[src/rtl/calc_pkg.sv]
// Command and response codes for the N-port calculator core.
// The port FSM state type is shared between the core and its benches.
package calc_pkg;

    localparam logic [3:0] CMD_NOP = 4'd0;
    localparam logic [3:0] CMD_ADD = 4'd1;
    localparam logic [3:0] CMD_SUB = 4'd2;
    localparam logic [3:0] CMD_SHL = 4'd5;
    localparam logic [3:0] CMD_SHR = 4'd6;

    localparam logic [1:0] RESP_NONE = 2'd0;
    localparam logic [1:0] RESP_OK   = 2'd1;
    localparam logic [1:0] RESP_ERR  = 2'd2;

    typedef enum logic [1:0] {
        ST_IDLE,
        ST_OP2,
        ST_WAIT,
        ST_BUSY
    } port_state_e;

endpackage

[src/rtl/calc_alu.sv]
// Shared ALU. The result is formed combinationally at issue and then delayed through
// ALU_LAT-1 register stages; the core's output register supplies the final stage.
module calc_alu
    import calc_pkg::*;
#(
    parameter int DATA_W = 32,
    parameter int ALU_LAT = 2,
    parameter int TAG_W = 2
) (
    input  logic              clk_i,
    input  logic              rst_n_i,
    input  logic              in_valid_i,
    input  logic [TAG_W-1:0]  in_tag_i,
    input  logic [3:0]        in_cmd_i,
    input  logic [DATA_W-1:0] in_op1_i,
    input  logic [DATA_W-1:0] in_op2_i,
    output logic              out_valid_o,
    output logic [TAG_W-1:0]  out_tag_o,
    output logic [1:0]        out_resp_o,
    output logic [DATA_W-1:0] out_data_o
);
    localparam int SH_W = $clog2(DATA_W);

    typedef struct packed {
        logic              valid;
        logic [TAG_W-1:0]  tag;
        logic [1:0]        resp;
        logic [DATA_W-1:0] data;
    } slot_t;

    slot_t           res;
    slot_t           out_slot;
    logic [DATA_W:0] sum;
    logic [SH_W-1:0] shamt;

    always_comb begin
        sum   = {1'b0, in_op1_i} + {1'b0, in_op2_i};
        shamt = in_op2_i[SH_W-1:0];
        res   = '0;
        if (in_valid_i) begin
            res.valid = 1'b1;
            res.tag   = in_tag_i;
            res.resp  = RESP_OK;
            case (in_cmd_i)
                CMD_ADD: begin
                    if (sum[DATA_W]) res.resp = RESP_ERR;
                    else             res.data = sum[DATA_W-1:0];
                end
                CMD_SUB: begin
                    if (in_op2_i > in_op1_i) res.resp = RESP_ERR;
                    else                     res.data = in_op1_i - in_op2_i;
                end
                CMD_SHL: res.data = in_op1_i << shamt;
                CMD_SHR: res.data = in_op1_i >> shamt;
                default: res.resp = RESP_ERR;
            endcase
        end
    end

    if (ALU_LAT == 1) begin : g_comb
        assign out_slot = res;
    end else begin : g_pipe
        slot_t pipe_q [ALU_LAT-1];

        always_ff @(posedge clk_i or negedge rst_n_i) begin
            if (!rst_n_i) begin
                for (int i = 0; i < ALU_LAT-1; i++) pipe_q[i] <= '0;
            end else begin
                pipe_q[0] <= res;
                for (int i = 1; i < ALU_LAT-1; i++) pipe_q[i] <= pipe_q[i-1];
            end
        end

        assign out_slot = pipe_q[ALU_LAT-2];
    end

    assign out_valid_o = out_slot.valid;
    assign out_tag_o   = out_slot.tag;
    assign out_resp_o  = out_slot.resp;
    assign out_data_o  = out_slot.data;

endmodule

[src/rtl/calcn_core.sv]
// N-port calculator core: per-port request FSMs, round-robin arbiter into one shared ALU,
// and per-port one-cycle response registers selected by the returning tag.
//   state   | meaning
//   IDLE    | waiting for a nonzero cmd; captures cmd and op1
//   OP2     | captures op2 from the data lane; cmd ignored
//   WAIT    | requesting the ALU
//   BUSY    | issued; leaves when this port's output register loads
module calcn_core
    import calc_pkg::*;
#(
    parameter int NUM_PORTS = 4,
    parameter int DATA_W = 32,
    parameter int ALU_LAT = 2
) (
    input  logic                        c_clk,
    input  logic                        reset_n,
    input  logic [4*NUM_PORTS-1:0]      req_cmd_in,
    input  logic [DATA_W*NUM_PORTS-1:0] req_data_in,
    output logic [2*NUM_PORTS-1:0]      out_resp,
    output logic [DATA_W*NUM_PORTS-1:0] out_data
);
    localparam int TAG_W = $clog2(NUM_PORTS);

    logic [NUM_PORTS-1:0]        wait_vec;
    logic [4*NUM_PORTS-1:0]      cmd_flat;
    logic [DATA_W*NUM_PORTS-1:0] op1_flat;
    logic [DATA_W*NUM_PORTS-1:0] op2_flat;

    logic             gnt_valid;
    logic [TAG_W-1:0] gnt_idx;
    logic [TAG_W-1:0] ptr_q, ptr_d;

    logic              alu_valid;
    logic [TAG_W-1:0]  alu_tag;
    logic [1:0]        alu_resp;
    logic [DATA_W-1:0] alu_data;

    // Search begins at ptr_q and wraps; ptr_q then moves just past the winner.
    always_comb begin
        int idx;
        idx       = 0;
        gnt_valid = 1'b0;
        gnt_idx   = '0;
        for (int i = 0; i < NUM_PORTS; i++) begin
            idx = int'(ptr_q) + i;
            if (idx >= NUM_PORTS) idx = idx - NUM_PORTS;
            if (!gnt_valid && wait_vec[idx]) begin
                gnt_valid = 1'b1;
                gnt_idx   = TAG_W'(idx);
            end
        end
        ptr_d = ptr_q;
        if (gnt_valid) ptr_d = (int'(gnt_idx) == NUM_PORTS-1) ? '0 : gnt_idx + TAG_W'(1);
    end

    always_ff @(posedge c_clk or negedge reset_n) begin
        if (!reset_n) ptr_q <= '0;
        else          ptr_q <= ptr_d;
    end

    calc_alu #(
        .DATA_W (DATA_W),
        .ALU_LAT(ALU_LAT),
        .TAG_W  (TAG_W)
    ) u_alu (
        .clk_i      (c_clk),
        .rst_n_i    (reset_n),
        .in_valid_i (gnt_valid),
        .in_tag_i   (gnt_idx),
        .in_cmd_i   (cmd_flat[4*gnt_idx +: 4]),
        .in_op1_i   (op1_flat[DATA_W*gnt_idx +: DATA_W]),
        .in_op2_i   (op2_flat[DATA_W*gnt_idx +: DATA_W]),
        .out_valid_o(alu_valid),
        .out_tag_o  (alu_tag),
        .out_resp_o (alu_resp),
        .out_data_o (alu_data)
    );

    for (genvar p = 0; p < NUM_PORTS; p++) begin : g_port
        port_state_e       state_q, state_d;
        logic [3:0]        cmd_q, cmd_d;
        logic [DATA_W-1:0] op1_q, op1_d, op2_q, op2_d;
        logic [1:0]        oresp_q, oresp_d;
        logic [DATA_W-1:0] odata_q, odata_d;
        logic              hit;

        assign hit = alu_valid && (alu_tag == TAG_W'(p));

        always_comb begin
            state_d = state_q;
            cmd_d   = cmd_q;
            op1_d   = op1_q;
            op2_d   = op2_q;
            oresp_d = hit ? alu_resp : RESP_NONE;
            odata_d = hit ? alu_data : '0;
            case (state_q)
                ST_IDLE: begin
                    if (req_cmd_in[4*p +: 4] != CMD_NOP) begin
                        cmd_d   = req_cmd_in[4*p +: 4];
                        op1_d   = req_data_in[DATA_W*p +: DATA_W];
                        state_d = ST_OP2;
                    end
                end
                ST_OP2: begin
                    op2_d   = req_data_in[DATA_W*p +: DATA_W];
                    state_d = ST_WAIT;
                end
                ST_WAIT: if (gnt_valid && gnt_idx == TAG_W'(p)) state_d = ST_BUSY;
                ST_BUSY: if (hit) state_d = ST_IDLE;
                default: state_d = ST_IDLE;
            endcase
        end

        always_ff @(posedge c_clk or negedge reset_n) begin
            if (!reset_n) begin
                state_q <= ST_IDLE;
                cmd_q   <= CMD_NOP;
                op1_q   <= '0;
                op2_q   <= '0;
                oresp_q <= RESP_NONE;
                odata_q <= '0;
            end else begin
                state_q <= state_d;
                cmd_q   <= cmd_d;
                op1_q   <= op1_d;
                op2_q   <= op2_d;
                oresp_q <= oresp_d;
                odata_q <= odata_d;
            end
        end

        assign wait_vec[p]                     = (state_q == ST_WAIT);
        assign cmd_flat[4*p +: 4]              = cmd_q;
        assign op1_flat[DATA_W*p +: DATA_W]    = op1_q;
        assign op2_flat[DATA_W*p +: DATA_W]    = op2_q;
        assign out_resp[2*p +: 2]              = oresp_q;
        assign out_data[DATA_W*p +: DATA_W]    = odata_q;
    end

endmodule

[config.mk]
export PLATFORM = sky130hd
export DESIGN_NAME = calcn_core
export DESIGN_NICKNAME = d
export VERILOG_FILES = /design/src/rtl/calc_pkg.sv /design/src/rtl/calc_alu.sv /design/src/rtl/calcn_core.sv
export SDC_FILE = /design/constraint.sdc
export NUM_CORES = 1
export LEC_CHECK = 0
export CAP_MARGIN = 20
export CELL_PAD_IN_SITES_DETAIL_PLACEMENT = 1
export CELL_PAD_IN_SITES_GLOBAL_PLACEMENT = 1
export CORE_MARGIN = 10
export CORE_UTILIZATION = 45
export CTS_CLUSTER_DIAMETER = 60
export DETAILED_ROUTE_END_ITERATION = 8
export GPL_TIMING_DRIVEN = 0
export PLACE_DENSITY = 0.89
export SYNTH_ARGS = -nofsm -noshare
export SYNTH_HDL_FRONTEND = slang
export SYNTH_SLANG_ARGS = --single-unit
[constraint.sdc]
create_clock -name c_clk -period 6.4 [get_ports c_clk]
set_input_delay 0.96 -clock c_clk [delete_from_list [all_inputs] [get_ports c_clk]]
set_output_delay 0.96 -clock c_clk [all_outputs]
set_load 0.01 [all_outputs]
==> out/results.tsv, run 1 <==
metric	value	unit
track_usage	37.3	%
tritoncts	yes	
violations	negative setup slack	
worst_setup_hold_path_clk_slew	0.06	ns
worstSkewPairLatency	0.67	ns
period_needed	7.13	ns
synth_ff_type	dfrtp_1	
dpl_cell_area	29700	sq um
critical-path-slowest-cell	or4b_4	
worst_hold_slack	0.372	ns
post_synth_most_frequent_cells	dfrtp_1, mux2_2, nand2_1, and2_1, a21oi_1	
final_layout_size_suffix_gt1_share	25.3	%
synthToLayoutAreaGrowth	30.4	%
total_nets_final	3143	
setup_viol	32	
dp_hpwl	87400	um
rr_worst_depth	28	
synth_enable_flop_cells	0	
largest_net_degree_at_the_start_of_global_routing	136	
wl_per_cell	39.5	um
fin_util	59.4	%
cts_sink_count	455	
remaining_drc_errors	0	
postLayoutSetupSlackWorst	-0.730	ns
worstPathRequired	6.90	ns
drt-vias-per-instance	7.05	
synth_largest_type_area_fraction	44.2	%
fin_area	33600	sq um
syn_avg_cell_area	10.4	sq um
timing.setup.critical_path_class	flip-flop to flip-flop	
cp-start-kind	flip-flop	
yosys-top-cells-area	dfrtp_1, mux2_2, ha_1	
max-slew-margin-rel	3.28	%
synth-compound-area-share	14.4	%
cp.arrival	7.63	ns
synth_sequential_area_ratio	44.2	%
ctsRootBufferMaster	clkbuf_16	
globalplace.congestion	0.982	
global_route.overflow_total	0	
main_combinational_cell_family_by_area_after_synthesis	multiplexers	
postSynthNetCount	2730	
first_iter_violations	3648	
fmax	0.140	GHz
max_cap_viol_count	0	
top_level_pins	282	
final_period_utilization	111	%
drv_slew	0	
distinct_cells_synth	98	
worst_path_most_repeated_cell	buf_12	
io_buffers	281	
syn-cell-area	25800	sq um
place.detailed.instances	3534	
asyncSetResetFlopFracSynth	100	%
drt_wl_total	146000	um
critical_path.max_fanout	10	
die-area	67300	sq um
first_pass_iters	6	
cts_htree_levels	2	
outcome	complete, but fails checks	
ys_seq_elements	455	
hold_violations	0	
worst_slew_pin_slew	1.45	ns
min-delay-path-class	input pin to async pin	
antenna_found_initial	7	
design.core.area	56600	sq um
tritoncts.num_buffers	50	
initial_core_util	45.5	%
yosys.area_share.adder	4.62	%
crit_path_max_cell_delay	0.53	ns
synthXorXnorAreaFrac	1.16	%
synth.largest_area_cell	dfrtp_1	
layout.cells.non_filler	3701	
critical_path.endpoint_type	flip-flop	
clk_path_buf_depth	3	
post-synth-top-count-cell	dfrtp_1	
synthesis.yosys.warnings	0	
placement_rows	87	
hold_buffer_count_at_cts	0	
die_height	259	um
antenna_violating_nets_post_route	0	
number_of_instances_in_the_synthesized_netlist	2490	
synth_simple_gate_area_share	13.5	%
grt_pass1_vias	26300	
post_synth_mux_area_share	17.6	%
vias_after_detailed_routing	26100	
floorplan.die.width	259	um
finClkSkew	0.0742	ns
grt_pass1_wl	187000	um
stage by stage:
stage          TNS [ns]  setup slack (ns)
2_1_floorplan         0             0.530
3_3_place_gp   -6515.78            -14.30
3_5_place_dp     -76.92             -2.77
4_1_cts               0           0.00701
5_1_grt          -19.52            -0.807
6_report         -17.50            -0.730
repair_timing:
item / 4_1_cts / 5_1_grt
resized for setup: 221 / 137
setup buffers: 21 / 58
pin swaps: 27 / 29
gates cloned: 1 / 7
endpoints found under the setup margin: 34 / 32
state kept, by name, summed over array words and instances, names as in the netlist:
register / cells
g_port.cmd_q: 16
g_port.odata_q: 128
g_port.op1_q: 128
g_port.op2_q: 128
g_port.oresp_q: 8
g_port.state_q: 8
ptr_q: 2
u_alu.out_data_o: 32
u_alu.out_resp_o: 2
u_alu.out_tag_o: 2
u_alu.out_valid_o: 1
area by class of cell:
cell class | instances | area [sq um]
Sequential cell | 455 | 11400
Clock buffer | 75 | 1480
Clock inverter | 15 | 176
Tap cell | 756 | 946
Multi-Input combinational cell | 1764 | 14200
Buffer | 140 | 1160
Timing Repair Buffer | 379 | 3860
Antenna cell | 4 | 10.0
Inverter | 113 | 443
Fill cell | 5818 | 23000
logic make-up after synthesis:
kind of cell | after synthesis
muxes | 407
DFF | 455
AOI/OAI and AO/OA | 551
xor gates and xnor gates | 34
adders and majority gates | 94
and+or+nand+nor | 677
buffers and inverters | 272
routing by layer:
layer	vias to the layer above	global-route usage (%)	wire, um
met2	2396	62.2	66200
met4	8	23.1	13900
li1	9736	-	-
met1	12900	42.7	49100
met3	1045	9.31	17000
met5	-	0	116
cells in the final DEF, fill, tap and decap left out, types with 22 or more instances in the layout:
| cell | instances |
|---|---|
| xnor2_1 | 29 |
| buf_4 | 82 |
| clkbuf_1 | 57 |
| or2_2 | 22 |
| a22oi_1 | 41 |
| nor2_1 | 111 |
| inv_1 | 101 |
| mux2i_1 | 106 |
| mux2_2 | 281 |
| o22ai_1 | 56 |
| dfrtp_1 | 454 |
| clkdlybuf4s50_1 | 280 |
| nand3_1 | 37 |
| a21oi_1 | 109 |
| ha_1 | 66 |
| and2_1 | 148 |
| nand2_1 | 198 |
| o21ai_0 | 58 |
| nor3_1 | 24 |
| clkbuf_16 | 62 |
critical path: cells and delay by family, from the launching register on:
family,cells,cell delay [ns]
AO/OA/AOI/OAI,10,2.61
adder cells (fa/ha/maj),2,0.49
buffers and inverters,10,1.49
flip-flops,1,0.37
multiplexers,2,0.82
AND/OR/NAND/NOR,4,1.17
path summary, 6_finish.rpt:
kind	startpoint	to	slack, ns
worst min-delay path	reset_n	g_port[1].odata_q[30]$_DFF_PN0_	0.37
worst max register to register	g_port[1].state_q[0]$_DFFE_PN0P_	u_alu.out_data_o[20]$_DFF_PN0_	-0.73
worst min register to register	g_port[3].op2_q[5]$_DFFE_PN0N_	g_port[3].op2_q[5]$_DFFE_PN0N_	0.51
max in group asynchronous	reset_n	g_port[0].op1_q[12]$_DFFE_PN0P_	4.35
min in group c_clk	g_port[3].op2_q[5]$_DFFE_PN0N_	g_port[3].op2_q[5]$_DFFE_PN0N_	0.51
worst max-delay path	g_port[1].state_q[0]$_DFFE_PN0P_	u_alu.out_data_o[20]$_DFF_PN0_	-0.73
Power of run 1 is left out: the tool's default activity adds up to more than one toggle a clock period on the data nets, which glitch-free logic cannot reach.
==> inputs of run 2 (changes only) <==
- CAP_MARGIN: 20 -> unset
- PLACE_DENSITY: 0.89 -> unset
- PLACE_DENSITY_LB_ADDON: unset -> 0.1
- RECOVER_POWER: unset -> 100
==> run 2 against run 1 <==
  * The run ends with max-capacitance violations, max-slew violations, negative setup slack left
  * Clock skew down 0.039 ns
  * Fmax up 11%
  * Worst hold slack better by 0.13 ns
  * Wire length down 20%
  * Cell count down 1.3%
  * Core utilization down 1.4 points
  * Clock-buffer cell count down 10
  * First-iteration DRC count down 53%
  * Setup slack better by 0.69 ns
  * Flip-flop and latch count unchanged
  * Critical path type unchanged
==> out/results.tsv, run 2 (same netlist as run 1, synthesis figures left out) <==
metric	value	unit	change
die_height	259	um	unchanged
crit_path_max_cell_delay	0.51	ns	-0.02 ns
cts_htree_levels	2		unchanged
layout.cells.most_common	dfrtp_1		
finClkSkew	0.0355	ns	-0.0388 ns
critical-path-slowest-cell	or4b_4		
floorplan.die.width	259	um	unchanged
total_nets_final	3098		-1.4%
final.setup.tns	-0.0428	ns	+17.46 ns
worst_setup_hold_path_clk_slew	0.06	ns	about the same
first_iter_violations	1716		-53%
hold_violations	0		unchanged
critical_path.endpoint_type	flip-flop		
num_antenna_cells	0		-4
tritoncts	yes		
worst_slew_pin_slew	4.34	ns	+2.89 ns
postLayoutSetupSlackWorst	-0.0428	ns	+0.687 ns
top_regs	g_port.odata_q: 128 flops, g_port.op1_q: 128 flops, g_port.op2_q: 128 flops		
drt_wl_total	117000	um	-20%
antenna_violating_nets_post_route	0		unchanged
cp-start-kind	flip-flop		
cp.arrival	6.93	ns	-0.70 ns
startpoint	g_port[1].state_q[0]$_DFFE_PN0P_		
outcome	complete, but fails checks		
setup_viol	1		-97%
violations	max-capacitance violations, max-slew violations, negative setup slack		
first_pass_iters	8		+2
remaining_drc_errors	0		unchanged
timing.setup.critical_path_class	flip-flop to flip-flop		
final_period_utilization	101	%	-11 points
final_layout_size_suffix_gt1_share	23.8	%	-1.5 points
tritoncts.num_buffers	47		-6.0%
critical_path.max_fanout	10		unchanged
grt_pass1_wl	169000	um	-9.2%
vias_after_detailed_routing	22800		-12%
dp_hpwl	85100	um	-2.6%
ctsRootBufferMaster	clkbuf_16		
place.detailed.instances	3530		-0.11%
worstSkewPairLatency	0.61	ns	-0.06 ns
antenna_found_initial	1		-6
cts_sink_count	455		unchanged
synthToLayoutAreaGrowth	27.2	%	
min-delay-path-class	flip-flop to flip-flop		
initial_core_util	45.5	%	unchanged
io_buffers	281		unchanged
worstPathRequired	6.89	ns	about the same
track_usage	33.6	%	-3.7 points
die-area	67300	sq um	unchanged
max_cap_viol_count	2		+2
wl_per_cell	32.0	um	-19%
period_needed	6.44	ns	-0.687 ns
placement_rows	87		unchanged
top_level_pins	282		unchanged
clk_path_buf_depth	3		unchanged
layout.cells.most_common_list	dfrtp_1, mux2_2, clkdlybuf4s50_1		
unrepaired_setup_endpoints_after_global_routing	yes		
reg2reg_from	g_port[1].state_q[0]$_DFFE_PN0P_		
fmax	0.155	GHz	+11%
grt_pass1_vias	24900		-5.2%
globalplace.congestion	0.975		-0.73%
layout.cells.non_filler	3652		-1.3%
max-slew-margin-rel	-189	%	-190 points
drt-vias-per-instance	6.25		-11%
fin_area	32800	sq um	-2.4%
global_route.overflow_total	0		unchanged
dpl_cell_area	29600	sq um	-0.10%
design.core.area	56600	sq um	unchanged
fin_util	57.9	%	-1.4 points
min_from	g_port[1].op1_q[30]$_DFFE_PN0P_		
drv_slew	87		+87
largest_net_degree_at_the_start_of_global_routing	134		-1.5%
## run 2: metrics by stage
stage	setup slack [ns]	hold slack [ns]
2_1_floorplan	0.530	0.467
3_3_place_gp	-14.46	0.482
3_5_place_dp	-2.88	0.492
4_1_cts	0.000876	0.368
5_1_grt	-0.141	0.519
6_report	-0.0428	0.506
## run 2: critical path, delay by kind of cell (launching register included)
family / cells / cell delay [ns]
flops: 1 / 0.39
compound gates: 9 / 1.89
simple gates: 9 / 2.28
fa+ha+maj: 2 / 0.45
buf+inv: 8 / 1.29
## run 2: cell type report
type,instances,area [sq um]
multi-input combinational,1763,14100
clock buffer,65,1330
sequential,455,11400
clock inverter,22,216
buffer,141,1070
timing repair buffer,337,3320
inverter,113,433
fill,5904,23800
tap,756,946
## run 2: routing by layer
layer,vias to the layer above,part of all wire (%),global-route usage [%]
met5,-,0.0094,0
met4,2,5.5,18.3
met3,307,6.4,6.10
met2,1059,49,57.2
met1,11800,39,39.8
li1,9638,-,-
## run 2: path summary, 6_finish.rpt
path	end	slack [ns]	depth (start not counted)
worst min-delay path	g_port[1].op1_q[30]$_DFFE_PN0P_	0.51	1
min in group asynchronous	g_port[0].odata_q[27]$_DFF_PN0_	1.92	1
max in group asynchronous	g_port[1].state_q[1]$_DFFE_PN0P_	1.76	1
worst max register to register	u_alu.out_data_o[23]$_DFF_PN0_	-0.04	28
worst min register to register	g_port[1].op1_q[30]$_DFFE_PN0P_	0.51	1
worst max-delay path	u_alu.out_data_o[23]$_DFF_PN0_	-0.04	28
## run 2: what timing repair did
action | 4_1_cts | 5_1_grt
endpoints found under the setup margin | 34 | 32
setup buffers | 30 | 22
gates resized for setup | 215 | 94
endpoints found under the hold margin | 0 | 0
hold buffers | 0 | 0
pin swaps | 24 | 25
gates cloned | 0 | 1
Power of run 2 is left out for the same reason.
